--- config.mk ---
export PLATFORM = sky130hd
export DESIGN_NAME = axi_xbar
export DESIGN_NICKNAME = d
export VERILOG_FILES = /design/src/rtl/axi_xbar.sv
export SDC_FILE = /design/constraint.sdc
export NUM_CORES = 1
export LEC_CHECK = 0
export ABC_CLOCK_PERIOD_IN_PS = 2000
export CAP_MARGIN = 20
export CORE_AREA = 2 2 222 224
export CTS_BUF_LIST = sky130_fd_sc_hd__clkbuf_8 sky130_fd_sc_hd__clkbuf_16
export DETAILED_ROUTE_END_ITERATION = 8
export DIE_AREA = 0 0 224 226
export PLACE_DENSITY = 0.43
export SLEW_MARGIN = 20
export SYNTH_ARGS = -nofsm -noshare
export SYNTH_HDL_FRONTEND = slang
export SYNTH_SLANG_ARGS = --single-unit
export TNS_END_PERCENT = 20
--- constraint.sdc ---
create_clock -name clk -period 2 [get_ports clk]
set_input_delay 0.2 -clock clk [delete_from_list [all_inputs] [get_ports clk]]
set_output_delay 0.2 -clock clk [all_outputs]
set_load 0.005 [all_outputs]
--- src/rtl/axi_xbar.sv ---
// axi_xbar: 1-to-2 AXI4 crossbar, mtime window to the CLINT, rest to SoC.
// Requests are registered and held stable; one outstanding read and write.
module axi_xbar #(
  parameter logic [31:0] CLINT_BASE = 32'h0200_0000,
  parameter logic [31:0] CLINT_MASK = 32'hFFFF_0000
) (
  input  logic        clk,
  input  logic        rst,
  input  logic [31:0] in_axi_araddr,
  input  logic        in_axi_arvalid,
  input  logic [3:0]  in_axi_arid,
  input  logic [7:0]  in_axi_arlen,
  input  logic [2:0]  in_axi_arsize,
  input  logic [1:0]  in_axi_arburst,
  output logic        in_axi_arready,
  output logic [31:0] in_axi_rdata,
  output logic [1:0]  in_axi_rresp,
  output logic        in_axi_rvalid,
  output logic        in_axi_rlast,
  output logic [3:0]  in_axi_rid,
  input  logic        in_axi_rready,
  input  logic [31:0] in_axi_awaddr,
  input  logic        in_axi_awvalid,
  input  logic [3:0]  in_axi_awid,
  input  logic [7:0]  in_axi_awlen,
  input  logic [2:0]  in_axi_awsize,
  input  logic [1:0]  in_axi_awburst,
  output logic        in_axi_awready,
  input  logic [31:0] in_axi_wdata,
  input  logic [3:0]  in_axi_wstrb,
  input  logic        in_axi_wvalid,
  input  logic        in_axi_wlast,
  output logic        in_axi_wready,
  output logic [1:0]  in_axi_bresp,
  output logic        in_axi_bvalid,
  output logic [3:0]  in_axi_bid,
  input  logic        in_axi_bready,
  output logic [31:0] clint_axi_araddr,
  output logic        clint_axi_arvalid,
  output logic [3:0]  clint_axi_arid,
  output logic [7:0]  clint_axi_arlen,
  output logic [2:0]  clint_axi_arsize,
  output logic [1:0]  clint_axi_arburst,
  input  logic        clint_axi_arready,
  input  logic [31:0] clint_axi_rdata,
  input  logic [1:0]  clint_axi_rresp,
  input  logic        clint_axi_rvalid,
  input  logic        clint_axi_rlast,
  input  logic [3:0]  clint_axi_rid,
  output logic        clint_axi_rready,
  output logic [31:0] clint_axi_awaddr,
  output logic        clint_axi_awvalid,
  output logic [3:0]  clint_axi_awid,
  output logic [7:0]  clint_axi_awlen,
  output logic [2:0]  clint_axi_awsize,
  output logic [1:0]  clint_axi_awburst,
  input  logic        clint_axi_awready,
  output logic [31:0] clint_axi_wdata,
  output logic [3:0]  clint_axi_wstrb,
  output logic        clint_axi_wvalid,
  output logic        clint_axi_wlast,
  input  logic        clint_axi_wready,
  input  logic [1:0]  clint_axi_bresp,
  input  logic        clint_axi_bvalid,
  input  logic [3:0]  clint_axi_bid,
  output logic        clint_axi_bready,
  output logic [31:0] soc_axi_araddr,
  output logic        soc_axi_arvalid,
  output logic [3:0]  soc_axi_arid,
  output logic [7:0]  soc_axi_arlen,
  output logic [2:0]  soc_axi_arsize,
  output logic [1:0]  soc_axi_arburst,
  input  logic        soc_axi_arready,
  input  logic [31:0] soc_axi_rdata,
  input  logic [1:0]  soc_axi_rresp,
  input  logic        soc_axi_rvalid,
  input  logic        soc_axi_rlast,
  input  logic [3:0]  soc_axi_rid,
  output logic        soc_axi_rready,
  output logic [31:0] soc_axi_awaddr,
  output logic        soc_axi_awvalid,
  output logic [3:0]  soc_axi_awid,
  output logic [7:0]  soc_axi_awlen,
  output logic [2:0]  soc_axi_awsize,
  output logic [1:0]  soc_axi_awburst,
  input  logic        soc_axi_awready,
  output logic [31:0] soc_axi_wdata,
  output logic [3:0]  soc_axi_wstrb,
  output logic        soc_axi_wvalid,
  output logic        soc_axi_wlast,
  input  logic        soc_axi_wready,
  input  logic [1:0]  soc_axi_bresp,
  input  logic        soc_axi_bvalid,
  input  logic [3:0]  soc_axi_bid,
  output logic        soc_axi_bready
);

  typedef enum logic [1:0] {R_IDLE, R_ADDR, R_DATA} r_state_e;
  typedef enum logic [1:0] {W_IDLE, W_ISSUE, W_RESP} w_state_e;

  function automatic logic hit(input logic [31:0] a);
    return (a & CLINT_MASK) == CLINT_BASE;
  endfunction

  r_state_e    r_state_q, r_state_d;
  logic [31:0] ar_addr_q, ar_addr_d;
  logic [3:0]  ar_id_q, ar_id_d;
  logic [7:0]  ar_len_q, ar_len_d;
  logic [2:0]  ar_size_q, ar_size_d;
  logic [1:0]  ar_burst_q, ar_burst_d;
  logic        rsel_q, rsel_d;

  w_state_e    w_state_q, w_state_d;
  logic        aw_have_q, aw_have_d;
  logic        w_have_q, w_have_d;
  logic        aw_done_q, aw_done_d;
  logic        w_done_q, w_done_d;
  logic        wsel_q, wsel_d;
  logic [31:0] aw_addr_q, aw_addr_d;
  logic [3:0]  aw_id_q, aw_id_d;
  logic [7:0]  aw_len_q, aw_len_d;
  logic [2:0]  aw_size_q, aw_size_d;
  logic [1:0]  aw_burst_q, aw_burst_d;
  logic [31:0] w_data_q, w_data_d;
  logic [3:0]  w_strb_q, w_strb_d;

  logic sel_arready, sel_rvalid, sel_rlast;
  logic sel_awready, sel_wready, sel_bvalid;
  logic r_data, w_issue, w_resp;
  logic aw_fire, w_fire;
  logic unused_in;

  assign sel_arready = rsel_q ? clint_axi_arready : soc_axi_arready;
  assign sel_rvalid  = rsel_q ? clint_axi_rvalid  : soc_axi_rvalid;
  assign sel_rlast   = rsel_q ? clint_axi_rlast   : soc_axi_rlast;
  assign sel_awready = wsel_q ? clint_axi_awready : soc_axi_awready;
  assign sel_wready  = wsel_q ? clint_axi_wready  : soc_axi_wready;
  assign sel_bvalid  = wsel_q ? clint_axi_bvalid  : soc_axi_bvalid;

  assign r_data  = r_state_q == R_DATA;
  assign w_issue = w_state_q == W_ISSUE;
  assign w_resp  = w_state_q == W_RESP;

  assign aw_fire = in_axi_awvalid & in_axi_awready;
  assign w_fire  = in_axi_wvalid & in_axi_wready;

  always_comb begin
    r_state_d  = r_state_q;
    ar_addr_d  = ar_addr_q;
    ar_id_d    = ar_id_q;
    ar_len_d   = ar_len_q;
    ar_size_d  = ar_size_q;
    ar_burst_d = ar_burst_q;
    rsel_d     = rsel_q;
    unique case (r_state_q)
      R_IDLE: if (in_axi_arvalid) begin
        ar_addr_d  = in_axi_araddr;
        ar_id_d    = in_axi_arid;
        ar_len_d   = in_axi_arlen;
        ar_size_d  = in_axi_arsize;
        ar_burst_d = in_axi_arburst;
        rsel_d     = hit(in_axi_araddr);
        r_state_d  = R_ADDR;
      end
      R_ADDR: if (sel_arready) r_state_d = R_DATA;
      R_DATA: if (sel_rvalid && in_axi_rready && sel_rlast)
        r_state_d = R_IDLE;
      default: r_state_d = R_IDLE;
    endcase
  end

  always_comb begin
    w_state_d  = w_state_q;
    aw_have_d  = aw_have_q;
    w_have_d   = w_have_q;
    aw_done_d  = aw_done_q;
    w_done_d   = w_done_q;
    wsel_d     = wsel_q;
    aw_addr_d  = aw_addr_q;
    aw_id_d    = aw_id_q;
    aw_len_d   = aw_len_q;
    aw_size_d  = aw_size_q;
    aw_burst_d = aw_burst_q;
    w_data_d   = w_data_q;
    w_strb_d   = w_strb_q;
    unique case (w_state_q)
      W_IDLE: begin
        if (aw_fire) begin
          aw_addr_d  = in_axi_awaddr;
          aw_id_d    = in_axi_awid;
          aw_len_d   = in_axi_awlen;
          aw_size_d  = in_axi_awsize;
          aw_burst_d = in_axi_awburst;
          wsel_d     = hit(in_axi_awaddr);
          aw_have_d  = 1'b1;
        end
        if (w_fire) begin
          w_data_d = in_axi_wdata;
          w_strb_d = in_axi_wstrb;
          w_have_d = 1'b1;
        end
        if (aw_have_d && w_have_d) w_state_d = W_ISSUE;
      end
      W_ISSUE: begin
        aw_done_d = aw_done_q | sel_awready;
        w_done_d  = w_done_q | sel_wready;
        if (aw_done_d && w_done_d) begin
          aw_have_d = 1'b0;
          w_have_d  = 1'b0;
          aw_done_d = 1'b0;
          w_done_d  = 1'b0;
          w_state_d = W_RESP;
        end
      end
      W_RESP: if (sel_bvalid && in_axi_bready)
        w_state_d = W_IDLE;
      default: w_state_d = W_IDLE;
    endcase
  end

  always_ff @(posedge clk) begin
    if (rst) begin
      r_state_q  <= R_IDLE;
      ar_addr_q  <= '0;
      ar_id_q    <= '0;
      ar_len_q   <= '0;
      ar_size_q  <= '0;
      ar_burst_q <= '0;
      rsel_q     <= 1'b0;
      w_state_q  <= W_IDLE;
      aw_have_q  <= 1'b0;
      w_have_q   <= 1'b0;
      aw_done_q  <= 1'b0;
      w_done_q   <= 1'b0;
      wsel_q     <= 1'b0;
      aw_addr_q  <= '0;
      aw_id_q    <= '0;
      aw_len_q   <= '0;
      aw_size_q  <= '0;
      aw_burst_q <= '0;
      w_data_q   <= '0;
      w_strb_q   <= '0;
    end else begin
      r_state_q  <= r_state_d;
      ar_addr_q  <= ar_addr_d;
      ar_id_q    <= ar_id_d;
      ar_len_q   <= ar_len_d;
      ar_size_q  <= ar_size_d;
      ar_burst_q <= ar_burst_d;
      rsel_q     <= rsel_d;
      w_state_q  <= w_state_d;
      aw_have_q  <= aw_have_d;
      w_have_q   <= w_have_d;
      aw_done_q  <= aw_done_d;
      w_done_q   <= w_done_d;
      wsel_q     <= wsel_d;
      aw_addr_q  <= aw_addr_d;
      aw_id_q    <= aw_id_d;
      aw_len_q   <= aw_len_d;
      aw_size_q  <= aw_size_d;
      aw_burst_q <= aw_burst_d;
      w_data_q   <= w_data_d;
      w_strb_q   <= w_strb_d;
    end
  end

  assign in_axi_arready = r_state_q == R_IDLE;
  assign in_axi_rvalid  = r_data & sel_rvalid;
  assign in_axi_rdata   = rsel_q ? clint_axi_rdata : soc_axi_rdata;
  assign in_axi_rresp   = rsel_q ? clint_axi_rresp : soc_axi_rresp;
  assign in_axi_rlast   = rsel_q ? clint_axi_rlast : soc_axi_rlast;
  assign in_axi_rid     = ar_id_q;

  assign clint_axi_arvalid = (r_state_q == R_ADDR) & rsel_q;
  assign soc_axi_arvalid   = (r_state_q == R_ADDR) & ~rsel_q;
  assign clint_axi_rready  = r_data & rsel_q & in_axi_rready;
  assign soc_axi_rready    = r_data & ~rsel_q & in_axi_rready;

  // Both slaves see the held request; only valid is steered.
  assign clint_axi_araddr  = ar_addr_q;
  assign clint_axi_arid    = ar_id_q;
  assign clint_axi_arlen   = ar_len_q;
  assign clint_axi_arsize  = ar_size_q;
  assign clint_axi_arburst = ar_burst_q;
  assign soc_axi_araddr    = ar_addr_q;
  assign soc_axi_arid      = ar_id_q;
  assign soc_axi_arlen     = ar_len_q;
  assign soc_axi_arsize    = ar_size_q;
  assign soc_axi_arburst   = ar_burst_q;

  assign in_axi_awready = (w_state_q == W_IDLE) & ~aw_have_q;
  assign in_axi_wready  = (w_state_q == W_IDLE) & ~w_have_q;
  assign in_axi_bvalid  = w_resp & sel_bvalid;
  assign in_axi_bresp   = wsel_q ? clint_axi_bresp : soc_axi_bresp;
  assign in_axi_bid     = aw_id_q;

  assign clint_axi_awvalid = w_issue & wsel_q & ~aw_done_q;
  assign clint_axi_wvalid  = w_issue & wsel_q & ~w_done_q;
  assign soc_axi_awvalid   = w_issue & ~wsel_q & ~aw_done_q;
  assign soc_axi_wvalid    = w_issue & ~wsel_q & ~w_done_q;
  assign clint_axi_bready  = w_resp & wsel_q & in_axi_bready;
  assign soc_axi_bready    = w_resp & ~wsel_q & in_axi_bready;

  assign clint_axi_awaddr  = aw_addr_q;
  assign clint_axi_awid    = aw_id_q;
  assign clint_axi_awlen   = aw_len_q;
  assign clint_axi_awsize  = aw_size_q;
  assign clint_axi_awburst = aw_burst_q;
  assign clint_axi_wdata   = w_data_q;
  assign clint_axi_wstrb   = w_strb_q;
  assign clint_axi_wlast   = 1'b1;
  assign soc_axi_awaddr    = aw_addr_q;
  assign soc_axi_awid      = aw_id_q;
  assign soc_axi_awlen     = aw_len_q;
  assign soc_axi_awsize    = aw_size_q;
  assign soc_axi_awburst   = aw_burst_q;
  assign soc_axi_wdata     = w_data_q;
  assign soc_axi_wstrb     = w_strb_q;
  assign soc_axi_wlast     = 1'b1;

  // Slave ids are replaced by the latched ids; writes are single-beat.
  assign unused_in = ^{in_axi_wlast, clint_axi_rid, soc_axi_rid,
                       clint_axi_bid, soc_axi_bid};

endmodule

## Word level (Yosys, flattened, before mapping)

Index checks and enable logic that the tools add are counted.

| storage, ports and cells | value |
|---|---|
| bits in registers | 144 |
| bits of input ports | 242 |
| word-level logic and storage cells | 102 |

| operators by class | value |
|---|---|
| equality and inequality tests | 12 |
| mux-type cells | 26 |
| bitwise operators | 30 |
| reduce and logical (&&, ||, !) cells | 14 |

Operators by type and width:

| cell | count |
|---|---|
| $eq A16 B10 Y1 const B | 2 |
| $mux W32 | 1 |
| $and A1 B1 Y1 | 22 |
| $mux W2 | 8 |
| $mux W1 | 13 |
| $pmux W2 S3 | 2 |
| $reduce_and A2 Y1 | 4 |
| $ne A2 B1 Y1 const B | 3 |
| $ne A2 B2 Y1 const B | 3 |
| $not A1 Y1 | 6 |
| $reduce_and A3 Y1 | 2 |
| $logic_and A1 B1 Y1 | 5 |
| $eq A2 B1 Y1 const B | 2 |
| $eq A2 B2 Y1 const B | 2 |
| $logic_not A2 Y1 | 2 |
| $pmux W1 S2 | 2 |
| $or A1 B1 Y1 | 2 |
| $reduce_bool A2 Y1 | 1 |

## Logic depth before layout (Yosys ltp)

Gate-level depths: netlist of run 1.

| logic depth | value |
|---|---|
| word-level depth | 8 |
| gate-level depth with buffers | 6 |

## Least setup slack after synthesis of run 1

No wires, ideal clock.

| path | value |
|---|---|
| kind | register -> register |
| start | reg w_state_q[0] |
| end | reg w_data_q[10], in the netlist clint_axi_wdata[10] |
| library setup time | 0.132 ns |
| arrival | 1.336 ns |
| slack | 0.532 ns |
| stages on the path, launching flop included | 7 |
| period minus slack after synthesis | 1.468 ns |
| path through | dfxtp_1 buf_6 or4b_4 buf_6 buf_6 nand2_1 a21oi_1 |

| on the way | value |
|---|---|
| cells in the longest elaborated chain, start to end | 4 |

Ends and longest elaborated chain:

| what | line | RTL |
|---|---|---|
| start, declared | 113 | `w_state_e w_state_q, w_state_d;` |
| start signal, assigned | 251 | `w_state_q <= w_state_d;` |
| $logic_not A2 Y1 * | 186, 292 |  |
| $and A1 B1 Y1 | 292 | `assign in_axi_wready = (w_state_q == W_IDLE) & ~w_have_q;` |
| $and A1 B1 Y1 | 145 | `assign w_fire = in_axi_wvalid & in_axi_wready;` |
| $reduce_and A2 Y1 (no line) * | -- |  |
| end signal, assigned | 262 | `w_data_q <= w_data_d;` |
| end, declared | 124 | `logic [31:0] w_data_q, w_data_d;` |

Every way passes the cells marked *; elsewhere a longest branch is shown, timed or not.
A chain may end at the register's enable or synchronous reset.

## Final worst setup path of run 1

| path | value |
|---|---|
| start | reg rsel_q |
| end | out in_axi_rdata[12] |

| on the way | value |
|---|---|
| cells in the longest elaborated chain, start to end | 1 |

Ends and longest elaborated chain:

| what | line | RTL |
|---|---|---|
| start, declared | 111 | `logic rsel_q, rsel_d;` |
| start signal, assigned | 250 | `rsel_q <= rsel_d;` |
| $mux W32 | 269 | `assign in_axi_rdata = rsel_q ? clint_axi_rdata : soc_axi_rdata;` |
| end, declared | 16 | `output logic [31:0] in_axi_rdata,` |

Every way passes these cells.

==> metrics.txt, run 1 <==
# TYPE chip_impl_metric gauge
chip_impl_info{name="run_status",value="completed"} 1
chip_impl_metric{name="die-area",unit="mm^2"} 0.0506
chip_impl_info{name="layout_commonest_cell",value="sky130_fd_sc_hd__clkdlybuf4s50_1"} 1
chip_impl_info{name="cts_tree",value="built"} 1
chip_impl_metric{name="drcViolationCount",unit=""} 0
chip_impl_metric{name="setup_violations",unit=""} 0
chip_impl_metric{name="worstSkewPairLatency",unit="ns"} 0.47
chip_impl_metric{name="routed_via_density",unit=""} 3.70
chip_impl_metric{name="groute.usage.overall",unit="%"} 12.1
chip_impl_metric{name="die_x",unit="um"} 224
chip_impl_info{name="reg2reg_from",value="wsel_q"} 1
chip_impl_metric{name="globalplace.congestion",unit=""} 0.738
chip_impl_metric{name="first_global_vias",unit=""} 7178
chip_impl_metric{name="synth.yosys.warnings",unit=""} 0
chip_impl_metric{name="dr.first_iter.drc_count",unit=""} 247
chip_impl_metric{name="netlist-cell-type-count",unit=""} 39
chip_impl_metric{name="number_of_clock_sinks",unit=""} 144
chip_impl_metric{name="synthArstFlopShare",unit="%"} 0
chip_impl_metric{name="yosys_register_bits",unit=""} 144
chip_impl_metric{name="vdd_drop_max",unit="mV"} 0.514
chip_impl_info{name="worst-setup-path-type",value="reg -> out"} 1
chip_impl_info{name="cp_cell_sequence",value="buf_4 > buf_12 > mux2_1 > dlygate4sd2_1"} 1
chip_impl_metric{name="timing.critical_path.required",unit="ns"} 1.80
chip_impl_metric{name="drive_above_1_share",unit="%"} 7.04
chip_impl_metric{name="drv.max_cap_violation_count",unit=""} 0
chip_impl_metric{name="totalWireLength",unit="um"} 31100
chip_impl_metric{name="drt_pre_antenna_iters",unit=""} 4
chip_impl_metric{name="final.setup_skew",unit="ns"} 0.00956
chip_impl_metric{name="ctsLongestPathBuffers",unit=""} 2
chip_impl_metric{name="grt-ovfl-total",unit=""} 0
chip_impl_metric{name="cts_buffers",unit=""} 17
chip_impl_info{name="critPathCaptureType",value="primary output"} 1
chip_impl_metric{name="detail-route-antenna-nets",unit=""} 0
chip_impl_metric{name="post-route-period-util",unit="%"} 97.6
chip_impl_metric{name="wl_per_cell",unit="um"} 16.4
chip_impl_metric{name="critPathMaxStageDelay",unit="ns"} 0.37
chip_impl_metric{name="slew_viol_final",unit=""} 0
chip_impl_metric{name="io_pins",unit=""} 572
chip_impl_metric{name="finish.net_count",unit=""} 1508
chip_impl_metric{name="detailed_place_hpwl",unit="um"} 22900
chip_impl_metric{name="sequential_fraction_of_the_synthesis_area",unit="%"} 41.8
chip_impl_metric{name="postSynthAreaPerCell",unit="um^2"} 7.98
chip_impl_metric{name="worst-endpoint-arrival",unit="ns"} 1.75
chip_impl_metric{name="timing.max_slew.rel_slack",unit="%"} 66.6
chip_impl_info{name="layout_common_cells",value="sky130_fd_sc_hd__clkdlybuf4s50_1 (503), sky130_fd_sc_hd__nand2_1 (270), sky130_fd_sc_hd__dfxtp_1 (140), sky130_fd_sc_hd__a21oi_1 (136)"} 1
chip_impl_metric{name="grt_max_degree",unit=""} 65
chip_impl_metric{name="post-route-cell-area",unit="mm^2"} 0.0129
chip_impl_metric{name="initial_utilization",unit="%"} 14.3
chip_impl_metric{name="postPlaceCellArea",unit="mm^2"} 0.0121
chip_impl_metric{name="floorplan.rows",unit=""} 81
chip_impl_metric{name="synth_area",unit="mm^2"} 0.00690
chip_impl_metric{name="antenna-diode-count",unit=""} 0
chip_impl_metric{name="power_density",unit="mW/mm^2"} 711
chip_impl_info{name="critPathLaunch",value="rsel_q"} 1
chip_impl_metric{name="floorplan.die.height",unit="um"} 226
chip_impl_metric{name="clk_pin_slew_worst_paths",unit="ns"} 0.06
chip_impl_info{name="cp-start-kind",value="flip-flop"} 1
chip_impl_info{name="synth-main-ff-cell",value="sky130_fd_sc_hd__dfxtp_1"} 1
chip_impl_metric{name="final_hold_viol_count",unit=""} 0
chip_impl_metric{name="crit_fanout",unit=""} 11
chip_impl_metric{name="postCtsHoldBufs",unit=""} 0
chip_impl_info{name="unrepaired_setup_endpoints_after_global_routing",value="yes"} 1
chip_impl_metric{name="setup_total_negative_slack",unit="ns"} 0
chip_impl_metric{name="worstMarginPinSlew",unit="ns"} 0.502
chip_impl_metric{name="flow.area_growth_from_synthesis",unit="%"} 86.6
chip_impl_metric{name="postSynthCellCount",unit=""} 865
chip_impl_metric{name="num_vias",unit=""} 7036
chip_impl_info{name="clock_tree.root_cell",value="sky130_fd_sc_hd__clkbuf_16"} 1
chip_impl_info{name="hold_path_startpoint",value="rst"} 1
chip_impl_metric{name="fmax",unit="GHz"} 0.512
chip_impl_metric{name="leakagePower",unit="nW"} 4.65
chip_impl_metric{name="core_area",unit="mm^2"} 0.0483
chip_impl_info{name="cpMaxStageDelayCell",value="sky130_fd_sc_hd__dfxtp_4"} 1
chip_impl_metric{name="antenna_found_initial",unit=""} 3
chip_impl_metric{name="port-buffer-count",unit=""} 552
chip_impl_metric{name="min_period",unit="ns"} 1.95
chip_impl_metric{name="dp_slack",unit="ns"} 0.113
chip_impl_metric{name="setup_slack",unit="ns"} 0.0486
chip_impl_info{name="timing.hold.worst.class",value="in -> reg"} 1
chip_impl_metric{name="grt_pass1_wl",unit="um"} 44900
chip_impl_metric{name="h-tree-depth",unit=""} 4
chip_impl_metric{name="synth_enable_flop_cells",unit=""} 0
[flip-flops by register name (all words and copies together), names as in the netlist, 2 cells and up]
| signal | cells |
|---|---|
| clint_axi_araddr | 32 |
| clint_axi_awaddr | 32 |
| clint_axi_wdata | 32 |
| clint_axi_arlen | 8 |
| clint_axi_awlen | 8 |
| clint_axi_arid | 4 |
| clint_axi_awid | 4 |
| clint_axi_wstrb | 4 |
| clint_axi_arsize | 3 |
| clint_axi_awsize | 3 |
| clint_axi_arburst | 2 |
| clint_axi_awburst | 2 |
| r_state_q | 2 |
| w_state_q | 2 |
[Yosys cell counts, drive strengths merged (2+ instances only)]
cell | count | share of area [%]
nor4b | 3 | 0.69
inv | 3 | 0.16
nor4 | 5 | 0.45
a21oi | 136 | 9.9
or4b | 2 | 0.34
mux2 | 38 | 6.2
dfxtp | 144 | 42
nor3b | 2 | 0.22
o21ai | 2 | 0.15
mux2i | 6 | 0.87
nand3b | 3 | 0.33
nor2 | 10 | 0.54
a311oi | 2 | 0.25
nor2b | 5 | 0.45
nor3 | 8 | 0.58
nand2b | 5 | 0.45
nand2 | 270 | 15
nand3 | 7 | 0.51
buf | 165 | 18
and3 | 4 | 0.36
clkbuf | 33 | 1.8
[cell type report]
class	instances	area, um^2
well taps	622	778
inverters	3	11.3
clock inverters	14	206
multi-input cells	521	2700
flip-flops and latches	144	2900
repair buffers	579	5840
fillers	5253	35500
clock buffers	18	439
[worst max-delay path, delay by kind of cell (launching register included)]
| family | cells | cell delay (ns) |
|---|---|---|
| buffers and inverters | 3 | 0.55 |
| multiplexers | 1 | 0.34 |
| flip-flops | 1 | 0.37 |
[logic make-up (layout without fill, tap and decap cells)]
| group | count (synthesis) | in the layout | share of synthesized area [%] |
|---|---|---|---|
| flops | 144 | 144 | 41.8 |
| compound gates | 148 | 148 | 11.3 |
| simple gates | 327 | 327 | 20.0 |
| mux | 44 | 44 | 7.07 |
| other cells | 1 | 2 | 0.0543 |
| buf+inv | 201 | 614 | 19.9 |
[power breakdown]
| group | switching, mW | internal [mW] | total, mW | leakage (nW) |
|---|---|---|---|---|
| clock | 1.44 | 2.14 | 3.57 | 0.305 |
| combinational | 0.843 | 1.41 | 2.25 | 3.16 |
| sequential | 0.227 | 3.10 | 3.32 | 1.18 |
| total | 2.51 | 6.64 | 9.15 | 4.65 |
[final timing paths]
check | slack, ns | cells after the start | endpoint
worst max-delay path | 0.05 | 4 | in_axi_rdata[12]
worst min-delay path | 0.11 | 2 | clint_axi_araddr[24]
worst max register to register | 0.24 | 5 | w_state_q[0]
worst min register to register | 0.47 | 2 | clint_axi_arsize[2]
[timing repair]
action,in CTS,in global routing
setup endpoints to repair,49,20
setup buffers,7,2
cloned,4,0
gates resized for setup,86,13
[per-stage QoR]
stage | hold slack, ns | util [%] | instances | total power, mW
6_report | 0.109 | 26.6 | 1901 | 9.15
5_1_grt | 0.0925 | 26.6 | 1901 | 9.65
4_1_cts | 0.0558 | 26.6 | 1900 | 9.40
3_5_place_dp | 0.461 | 24.9 | 1857 | 5.71
3_3_place_gp | 0.460 | 24.9 | 1857 | 5.70
2_1_floorplan | 0.336 | - | 866 | 4.30
[layer usage]
layer  vias up  wire, um  global-route usage (%)
met4         2       503                    4.65
met1      3268     13200                    14.4
met2       266     15300                    20.3
met3        28      2100                    3.88
met5         -        13                       0
li1       3472         -                       -
Note: power is estimated with default switching activity, not from simulation.
==> inputs of run 2 (changes only) <==
--- a/config.mk
+++ b/config.mk
@@ -11,6 +11,7 @@
 export CTS_BUF_LIST = sky130_fd_sc_hd__clkbuf_8 sky130_fd_sc_hd__clkbuf_16
 export DETAILED_ROUTE_END_ITERATION = 8
 export DIE_AREA = 0 0 224 226
+export GPL_ROUTABILITY_DRIVEN = 0
 export PLACE_DENSITY = 0.43
 export SLEW_MARGIN = 20
 export SYNTH_ARGS = -nofsm -noshare
==> results of run 2 <==
No change in the layout: final DEF, timing and power equal those of run 1.
